`src/rtl/dcnt_eqz.sv`:
```
// Loadable down-counter with zero detect, threshold flag and a start/done handshake.
// Optional build macro DCNT_AUTORELOAD_EN: FIN reloads from the last loaded value and repeats the run.
module dcnt_eqz #(
    parameter int WIDTH  = 16,
    parameter int THRESH = 1
) (
    input  logic             clk,
    input  logic             rst,
    input  logic             ld,
    input  logic [WIDTH-1:0] din,
    input  logic             dec,
    output logic [WIDTH-1:0] cnt,
    output logic             eq,
    output logic             near,
    output logic             busy,
    output logic             done
);

    localparam logic [WIDTH-1:0] THRESH_W = WIDTH'(THRESH);
    localparam logic [WIDTH-1:0] ONE      = WIDTH'(1);
    localparam logic [WIDTH-1:0] ZERO     = '0;

    typedef enum logic [1:0] {
        IDLE  = 2'd0,
        COUNT = 2'd1,
        FIN   = 2'd2
    } state_t;

    state_t           state_q, state_d;
    logic [WIDTH-1:0] cnt_q, cnt_d;
    logic [WIDTH-1:0] rld_q, rld_d;

    always_ff @(posedge clk) begin
        if (rst) begin
            state_q <= IDLE;
            cnt_q   <= ZERO;
            rld_q   <= ZERO;
        end else begin
            state_q <= state_d;
            cnt_q   <= cnt_d;
            rld_q   <= rld_d;
        end
    end

    // Load wins over decrement in every state; a zero load finishes at once.
    always_comb begin
        state_d = state_q;
        cnt_d   = cnt_q;
        rld_d   = rld_q;
        if (ld) begin
            cnt_d   = din;
            rld_d   = din;
            state_d = (din != ZERO) ? COUNT : FIN;
        end else begin
            case (state_q)
                COUNT: begin
                    if (dec && (cnt_q != ZERO)) begin
                        cnt_d = cnt_q - ONE;
                        if (cnt_q == ONE) begin
                            state_d = FIN;
                        end
                    end
                end
                FIN: begin
`ifdef DCNT_AUTORELOAD_EN
                    cnt_d   = rld_q;
                    state_d = (rld_q != ZERO) ? COUNT : IDLE;
`else
                    state_d = IDLE;
`endif
                end
                default: begin
                    state_d = IDLE;
                end
            endcase
        end
    end

    assign cnt  = cnt_q;
    assign eq   = (cnt_q == ZERO);
    assign near = (cnt_q <= THRESH_W);
    assign busy = (state_q == COUNT);
    assign done = (state_q == FIN);

endmodule

```
`config.mk`:
```
export PLATFORM = sky130hd
export DESIGN_NAME = dcnt_eqz
export DESIGN_NICKNAME = d
export VERILOG_FILES = /design/src/rtl/dcnt_eqz.sv
export SDC_FILE = /design/constraint.sdc
export NUM_CORES = 1
export LEC_CHECK = 0
export CAP_MARGIN = 20
export CORE_MARGIN = 10
export CORE_UTILIZATION = 35
export CTS_BUF_LIST = sky130_fd_sc_hd__clkbuf_16
export DETAILED_ROUTE_END_ITERATION = 8
export GPL_TIMING_DRIVEN = 0
export PLACE_DENSITY = 0.66
export SETUP_SLACK_MARGIN = 0.1
export SLEW_MARGIN = 25
export SYNTH_ARGS = -nofsm -noshare
export SYNTH_HDL_FRONTEND = slang
export SYNTH_SLANG_ARGS = --single-unit
```
`constraint.sdc`:
```
create_clock -name clk -period 2.15 [get_ports clk]
set_input_delay 0.215 -clock clk [delete_from_list [all_inputs] [get_ports clk]]
set_output_delay 0.215 -clock clk [all_outputs]
set_load 0.02 [all_outputs]
```
==> impl_metrics.yaml, run 1 <==
run_status:
  outcome: "finished with violations"
  violations: "setup timing"
routing:
  vias: 1609
  dr.pass1.iters: 4
  routed_wl_microns: 4840
  viasPerCell: 6.16
  routedWlPerCell_microns: 18.6
  drt_iter0_markers: 133
  drc_errors: 0
  antenna_left: 0
pwr:
  peakVddDrop_mv: 0.467
  p_leak_nw: 0.707
  power.total_mw: 1.16
  power_density_nw_per_um2: 580
sta:
  final.period_utilization_pct: 107
  period_minus_slack_ps: 2310
  clock.fmax_ghz: 0.434
  max_slew.worst_pin.slew_ps: 660
  slew-limit-headroom_pct: 55.6
  rsz0062_at_grt: "yes"
  final-hold-violation-count: 0
  hold_slack_ps: 546
  maxSlewViolCount: 0
  skew_ps: 4.79
  setup_viol: 4
  fin_ws_ps: -155
floorplan:
  initial_utilization_pct: 36.9
  ios: 40
  die-area_sq_um: 6370
  core-area_sq_um: 3390
  rows: 21
  fp.dieH_microns: 79.8
  fp.dieW_microns: 79.8
global_routing:
  antenna_found_initial: 0
  track_usage_pct: 15.7
  grt_pass1_wl_microns: 8190
  grt_max_degree: 11
  grt_pass1_vias: 1659
  grt_overflow: 0
worst_setup_path:
  cp_data_arrival_time_ps: 2090
  path_class: "register to output pin"
  crit_required_ps: 1930
  startpoint_type: "register"
  critPathMaxFanout: 2
  endpoint_kind: "output pin"
synthesis:
  yosysUniqueCellTypes: 43
  ys_top_cells_by_area: "dfxtp_1, nor4_1, a311oi_1"
  yosysWarningCount: 0
  synth_top_area_share_pct: 28.8
  synth_area_sq_um: 1250
  async_flop_share_pct: 0
  syn-num-nets: 183
  syn_avg_cell_area_sq_um: 7.77
  synth_commonest_cells: "dfxtp_1, nor2_1, nor4_1, clkbuf_1, inv_1"
  ys_seq_area_share_pct: 28.8
  syn_inst: 161
  ys.flop_type: "dfxtp_1"
  synth-seq-cells: 18
  synth_edf_count: 0
  yosysTopAreaCell: "dfxtp_1"
  yosysMostFrequentCell: "dfxtp_1"
place:
  dp_hpwl_microns: 3440
  place_area_sq_um: 1760
  gp_congestion: 0.873
  port_buffers: 38
  placed_cells: 245
  preCtsSetupSlack_ps: -554
final_layout:
  drive_gt1_share_pct: 22.8
  area_delta_synth_final_pct: 60.3
  fillerInstances: 310
  stdcell_count: 261
  layout.nets: 238
  insertedDiodeCount: 0
  postLayoutCellArea_sq_um: 2010
run:
  cap_violations: 0
clock_network:
  cts_max_level: 1
  clkSinkCount: 18
  cts_buffer_depth: 2
  cts_hold_buf: 0
  cts_buffers: 3
  clkSlewWorstSetupHoldPaths_ps: 50
  cts_tree: "built"
  clock_latency_ps: 250
  cts_root_buf: "clkbuf_16"
hold_path:
  hp-class: "primary input to register"
-- worst max-delay path, stage by stage, from the launching register on --
cell and delay, ps:
dfxtp_4 340, or4_4 530, or3_4 340, or2_4 260, nor4_4 190, buf_4 170
-- logic make-up (layout without fill, tap and decap cells) --
family / Yosys count / after routing / synth area share, %
adders and majority gates: 2 / 2 / 2.00
DFF: 18 / 18 / 28.8
and+or+nand+nor: 84 / 84 / 41.1
muxes: 1 / 1 / 0.800
buffers and inverters: 20 / 74 / 6.00
AOI/OAI and AO/OA: 36 / 36 / 21.3
-- layout by cell type, fill, tap and decap left out, types with 5 or more instances in the layout --
cell,synthesis,layout
inv_1,10,9
dfxtp_1,18,9
nor2_1,17,17
a311oi_1,8,8
dfxtp_4,0,5
nand4_1,5,5
nand2_1,5,5
nor4_1,13,9
nand3_1,5,5
a21oi_1,6,6
or4_1,9,7
clkdlybuf4s50_1,0,36
clkbuf_1,10,6
buf_4,0,13
-- power breakdown --
group | leakage (nW) | switching (mW) | internal, mW
logic | 0.511 | 0.202 | 0.187
clock network | 0.0423 | 0.132 | 0.247
registers | 0.154 | 0.0362 | 0.359
-- area by class of cell --
| cell class | count | area, sq um | share of cell area (%) |
|---|---|---|---|
| Clock buffer | 3 | 75.1 | 3.74 |
| Inverter | 10 | 42.5 | 2.12 |
| Timing Repair Buffer | 51 | 474 | 23.6 |
| Tap cell | 46 | 57.6 | 2.87 |
| Sequential cell | 18 | 384 | 19.2 |
| Clock inverter | 1 | 3.75 | 0.187 |
| Buffer | 9 | 57.6 | 2.87 |
| Multi-Input combinational cell | 123 | 911 | 45.4 |
-- metrics by stage --
stage / util (%) / setup TNS [ps]
finish: 59.2 / -282
global route: 59.2 / -694
CTS: 59.2 / -525
detailed placement: 52.0 / -1710
global placement: 52.0 / -1480
floorplan: - / -79.2
-- sequential cells by signal (all words and copies together) (netlist names) --
name	count
cnt	16
state_q	2
-- worst paths after layout --
kind            from       to  slack (ps)  cells after the start
max reg2reg   cnt[0]  cnt[13]         -40                      4
min reg2reg  cnt[11]  cnt[11]         550                      2
max          cnt[10]       eq        -160                      5
min               ld   cnt[7]         550                      4
-- routing by layer --
| metal | track usage [%] | up-vias | part of all wire, % | wire length, microns |
|---|---|---|---|---|
| met5 | 0 | - | 0 | 0 |
| met4 | 5.99 | 0 | 2.3 | 112 |
| li1 | - | 746 | - | - |
| met2 | 26.7 | 90 | 50 | 2400 |
| met1 | 18.3 | 756 | 39 | 1880 |
| met3 | 4.05 | 17 | 9.3 | 449 |
-- timing repair --
action | CTS | global route
pin swaps | 13 | 6
setup buffers | 12 | 1
gates cloned | 1 | 0
resized for setup | 28 | 5
setup endpoints to repair | 18 | 16
Power figures use the tool's default switching activity.
==> inputs of run 2 (changes only) <==
--- a/config.mk
+++ b/config.mk
@@ -7,11 +7,11 @@
 export LEC_CHECK = 0
 export CAP_MARGIN = 20
 export CORE_MARGIN = 10
-export CORE_UTILIZATION = 35
+export CORE_UTILIZATION = 41
 export CTS_BUF_LIST = sky130_fd_sc_hd__clkbuf_16
 export DETAILED_ROUTE_END_ITERATION = 8
 export GPL_TIMING_DRIVEN = 0
-export PLACE_DENSITY = 0.66
+export PLACE_DENSITY = 0.75
 export SETUP_SLACK_MARGIN = 0.1
 export SLEW_MARGIN = 25
 export SYNTH_ARGS = -nofsm -noshare
==> run 2 against run 1 <==
Effect of this change: sequential cell count did not move; routed wire length is 12% higher; the flow still finishes with violations (setup timing); hold slack lost 66 ps; register-to-register slack is essentially flat; critical path depth unchanged; worst setup slack lost 71 ps; design area is 6.3% higher; core utilization increased by 16 points; largest power group is now combinational logic; first-iteration DRC count rose by 63%; global-route usage is 3.0 points higher; clock power up 2%; count of clock-buffer cells in the layout unchanged.
==> impl_metrics.yaml, run 2 (same netlist as run 1, synthesis figures left out) <==
global_routing:
  track_usage_pct: 18.7
  grt_overflow: 0
  grt_pass1_wl_microns: 8220
  grt_max_degree: 11
  grt_pass1_vias: 1614
  antenna_found_initial: 0
routing:
  vias: 1685
  routedWlPerCell_microns: 21.2
  routed_wl_microns: 5410
  drt_iter0_markers: 217
  antenna_left: 0
  drc_errors: 0
  viasPerCell: 6.61
  dr.pass1.iters: 4
place:
  dp_hpwl_microns: 3430
  gp_congestion: 0.878
  port_buffers: 38
  place_area_sq_um: 1740
pwr:
  seqPwrFrac_pct: 32.2
  p_sw_share_pct: 33.0
  internal-power_uw: 823
  power_density_nw_per_um2: 577
  combPwrFrac_pct: 36.4
  p_leak_nw: 0.762
  peakVddDrop_mv: 0.491
  pwr-share-clk_pct: 31.4
  power_switching_uw: 406
  power.total_mw: 1.23
final_layout:
  register_area_sq_um: 384
  final_util_pct: 75.4
  final_cell_mix: "clkdlybuf4s50_1, buf_4, nor2_1"
  area_delta_synth_final_pct: 70.4
  postLayoutCellArea_sq_um: 2130
  insertedDiodeCount: 0
  layout.nets: 247
  multiInputGateArea_sq_um: 986
  final_common_cell: "clkdlybuf4s50_1"
  largest_reg_flops: 16
  fillerInstances: 199
  drive_gt1_share_pct: 30.8
worst_setup_path:
  cp_cell_sequence: "or4_4 > or3_4 > or2_4 > nor4_4 > buf_4"
  critPathMaxFanout: 2
  crit_path_max_incr_delay_ps: 540
  rrSetupSlack_ps: -40
  rr_startpoint: "cnt[7]"
  endpoint_kind: "output pin"
  slowest_stage: "or4_4"
  cp_data_arrival_time_ps: 2160
  worst_r2r_path_depth: 4
  startpoint_type: "register"
  path_class: "register to output pin"
  rr_endpoint: "cnt[13]"
  crit_required_ps: 1930
run:
  cap_violations: 0
hold_path:
  timing.hold.worst_endpoint: "cnt[7]"
  hp-start: "ld"
  hold_depth: 4
  hp-class: "primary input to register"
sta:
  skew_ps: 1.65
  slew-limit-headroom_pct: 55.8
  rsz0062_at_grt: "yes"
  clock.fmax_ghz: 0.421
  maxSlewViolCount: 0
  period_minus_slack_ps: 2380
  max_slew.worst_pin.slew_ps: 664
  fin_ws_ps: -226
  final-hold-violation-count: 0
  setup_viol: 4
  final.period_utilization_pct: 111
  hold_slack_ps: 480
run_status:
  outcome: "finished with violations"
  violations: "setup timing"
clock_network:
  cts_hold_buf: 0
  cts_buffers: 3
  clkSlewWorstSetupHoldPaths_ps: 50
  cts_max_level: 1
  cts_root_buf: "clkbuf_16"
  clock_latency_ps: 250
  cts_buffer_depth: 2
  clkSinkCount: 18
  cts_tree: "built"
floorplan:
  die-area_sq_um: 5660
  rows: 19
  ios: 40
  initial_utilization_pct: 44.2
  fp.dieH_microns: 75.2
  core-area_sq_um: 2830
  fp.dieW_microns: 75.2
run 2: cell types whose count changed in the layout (fill, tap and decap cells not counted), moves of 3 or more:
| cell | before | now |
|---|---|---|
| a311oi_1 | 8 | 5 |
| a311oi_2 | 0 | 3 |
| o21ai_0 | 4 | 1 |
| or4_4 | 4 | 7 |
| or4_1 | 7 | 4 |
| buf_4 | 13 | 22 |
run 2: per-layer routing:
metal	share of wire [%]	track usage [%]
met2	48	29.8
met1	40	23.7
met5	0	0
met4	2.2	5.77
met3	9.7	5.65
run 2: worst max-delay path: cells and delay by family (launching register included):
| kind | cells | cell delay, ps |
|---|---|---|
| buf+inv | 1 | 180 |
| flops | 1 | 340 |
| simple gates | 4 | 1380 |
run 2: worst max-delay path by stage:
stage,startpoint,to,slack [ps],depth (start not counted)
final,cnt[10],near,-230,5
after global routing,cnt[10],eq,-280,5
after CTS,cnt[9],eq,-290,6
after detailed placement,cnt[9],eq,-620,6
after global placement,cnt[9],near,-560,6
after floorplan,cnt[9],eq,-40,5
run 2: repair_timing:
item                                    CTS  global route
setup buffers                            14             7
cloned                                    1             0
endpoints found under the setup margin   18            18
pin swaps                                16            13
resized for setup                        34            15
run 2: final cells by class:
cell class	instances	area share, %
plain buffers	9	2.64
clock buffers	3	3.52
clock inverters	1	0.176
inverters	10	1.88
multi-input cells	123	46.2
flip-flops and latches	18	18.0
well taps	31	1.82
repair buffers	60	25.7
run 2: through the flow:
step,worst slack (ps),setup TNS [ps],instances
finish,-226,-506,255
floorplan,-39.6,-79.2,161
global route,-281,-1070,255
detailed placement,-615,-1930,230
CTS,-292,-595,249
global placement,-556,-1500,230
run 2: power by group through the flow:
stage | Clock (mW) | Sequential [mW] | Combinational, mW
6_report | 0.386 | 0.396 | 0.447
5_1_grt | 0.409 | 0.400 | 0.474
4_1_cts | 0.391 | 0.392 | 0.405
3_5_place_dp | 0 | 0.404 | 0.332
3_3_place_gp | 0 | 0.401 | 0.327
2_1_floorplan | 0 | 0.423 | 0.172
==> inputs of run 3 (changes only) <==
--- a/config.mk
+++ b/config.mk
@@ -11,6 +11,7 @@
 export CTS_BUF_LIST = sky130_fd_sc_hd__clkbuf_16
 export DETAILED_ROUTE_END_ITERATION = 8
 export GPL_TIMING_DRIVEN = 0
+export HOLD_SLACK_MARGIN = 0.05
 export PLACE_DENSITY = 0.75
 export SETUP_SLACK_MARGIN = 0.1
 export SLEW_MARGIN = 25
==> results of run 3 <==
The final DEF is identical to that of run 2; final timing and power are the same.
==> variant, RTL diff (settings of run 3) <==
`WIDTH`: 16 -> 18.
--- a/src/rtl/dcnt_eqz.sv
+++ b/src/rtl/dcnt_eqz.sv
@@ -2,5 +2,5 @@
 // Optional build macro DCNT_AUTORELOAD_EN: FIN reloads from the last loaded value and repeats the run.
 module dcnt_eqz #(
-    parameter int WIDTH  = 16,
+    parameter int WIDTH  = 18,
     parameter int THRESH = 1
 ) (
Interface: changed (resized cnt and din); port bits go from 40 to 44. The function was not compared with the original's and may differ.
==> variant against run 3 <==
  * Total power down 5.6%
  * Cell count is 2.0% lower
  * Maximum frequency up 17%
  * Setup slack gained 350 ps
  * Synthesized area is 2.9% higher
  * Die area rose by 2.1%
  * Clock power is essentially flat
  * Wire length down 17%
  * Global-route usage decreased by 4.0 points
  * Cell area is 8.9% lower
  * Sequential cell count rose by 2
  * Sequential share of layout area is 2.8 points higher
  * Non-clock buffer count is 15 lower
==> variant: results (changes against run 3) <==
* R2R Path End: cnt[17]$_SDFFE_PP0P_
* Slowest cell delay on critical path at 600 ps (+60 ps)
* Number of iterations in the first detailed-routing pass at 5 (+1)
* Dpl hpwl at 3350 um (-2.5%)
* Layout cell share with drive strength beyond 1 at 14.1% (-17 points)
* Asr flop ratio synth at 0% (unchanged)
* Compound-Gate Fraction of Synth Area at 18.6% (-2.7 points)
* Clk_lat worst skew at 250 ps (about the same)
* Register area share after synthesis at 31.1% (+2.3 points)
* Global-route wire length before repair at 7170 um (-13%)
* Fin Hold WS at 576 ps (+96.1 ps)
* Syn nets at 178 (-2.7%)
* Min-Delay Endpoint: cnt[3]$_SDFFE_PP0P_
* Hold/Removal Path Class: reg2reg
* Post-synthesis adder-cell area fraction at 1.94% (-0.056 points)
* WL per Instance at 17.9 um (-16%)
* Lkg Pwr at 0.673 nW (-12%)
* Hold Path Stages at 2 (-2)
* Input/output buffers at 43 (+13%)
* Status: finished, final reports clean
* Vias in the first global route at 1397 (-13%)
* Setup slack, reg-to-reg at 160 ps (+200 ps)
* Dpl ws at -128 ps (+487 ps)
* Fin Clk Skew at 1.73 ps (+0.0796 ps)
* Synth cell types at 39 (-9.3%)
* Largest net degree at the start of global routing at 12 (+1)
* RR Startpoint: cnt[5]$_SDFFE_PP0P_
* Total track usage at 14.7% (-4.0 points)
* RePlAce Congestion at 0.964 (+9.8%)
* Synth cell count leaders: 21 x nor2_1, 20 x dfxtp_1, 10 x xor2_1
* Multiplexer share of the synthesized area at 0.777% (-0.023 points)
* Max FO, Critical Path at 7 (+5)
* Path depth of the worst reg2reg path at 5 (+1)
* Max reg flops at 18 (+2)
* Ranking of synthesized cells by area: dfxtp_1 31%, xor2_1 6.8%, nor2_1 6.1%
* Max rail drop VDD at 0.286 mV (-42%)
* Htree depth at 1 (unchanged)
* Worst slew margin at 55.7% (about the same)
* Ant diodes at 0 (unchanged)
* Synth Area in XOR/XNOR at 9.52% (+9.5 points)
* Fin nets at 231 (-6.5%)
* Initial drt markers at 183 (-16%)
* Vias at 1497 (-11%)
* Hold path startpoint: cnt[3]$_SDFFE_PP0P_
[variant: logic make-up (layout without fill, tap and decap cells)]
logic type	count (synthesis)	in the layout
XOR/XNOR	14	14
AND/OR/NAND/NOR	75	75
adder cells (fa/ha/maj)	2	2
multiplexers	1	1
buffers and inverters	11	63
AO/OA/AOI/OAI	31	31
flip-flops	20	20
[variant: per-layer routing]
layer	track usage, %	wire length (um)	vias up
li1	-	-	683
met1	18.1	1800	725
met2	24.1	2160	82
met3	3.54	435	7
met4	5.68	76	0
met5	0	0	-
[variant: worst min-delay path: cells and delay by family, from the launching register on]
family	cells	cell delay (ps)
flip-flops	1	350
AO/OA/AOI/OAI	2	180
[variant: metrics by stage]
step / std cells / total power [mW] / instance area, um^2
2_1_floorplan: 154 / 0.609 / 1290
3_3_place_gp: 241 / 0.743 / 1770
3_5_place_dp: 241 / 0.748 / 1770
4_1_cts: 246 / 1.14 / 1900
5_1_grt: 250 / 1.20 / 1940
6_report: 250 / 1.16 / 1940
[variant: worst max-delay path by stage]
stage | startpoint | end | slack, ps | depth (start not counted)
floorplan | cnt[4]$_SDFFE_PP0P_ | cnt[17]$_SDFFE_PP0P_ | 180 | 5
global placement | cnt[4]$_SDFFE_PP0P_ | eq | -140 | 4
detailed placement | cnt[4]$_SDFFE_PP0P_ | eq | -130 | 4
CTS | cnt[5]$_SDFFE_PP0P_ | cnt[17]$_SDFFE_PP0P_ | 80 | 5
global route | cnt[14]$_SDFFE_PP0P_ | state_q[1]$_SDFFE_PP0P_ | 90 | 5
finish | cnt[5]$_SDFFE_PP0P_ | eq | 120 | 4
[variant: cell type report]
cell class,instances,area (um^2)
clock inverters,1,3.75
fillers,273,1080
well taps,44,55.1
clock buffers,3,75.1
multi-input cells,123,900
flip-flops and latches,20,404
inverters,5,18.8
plain buffers,6,22.5
repair buffers,48,464
[variant: timing repair]
action / CTS / global route
endpoints found under the hold margin: 0 / 0
setup buffers: 1 / 4
pin swaps: 1 / 7
resized for setup: 11 / 10
endpoints found under the setup margin: 10 / 12
[variant: report_power, final]
part	leakage [nW]	internal, mW	switching [mW]	total (mW)
clock network	0.0385	0.248	0.138	0.386
logic	0.468	0.159	0.177	0.335
registers	0.167	0.397	0.0417	0.439
total	0.673	0.804	0.357	1.16
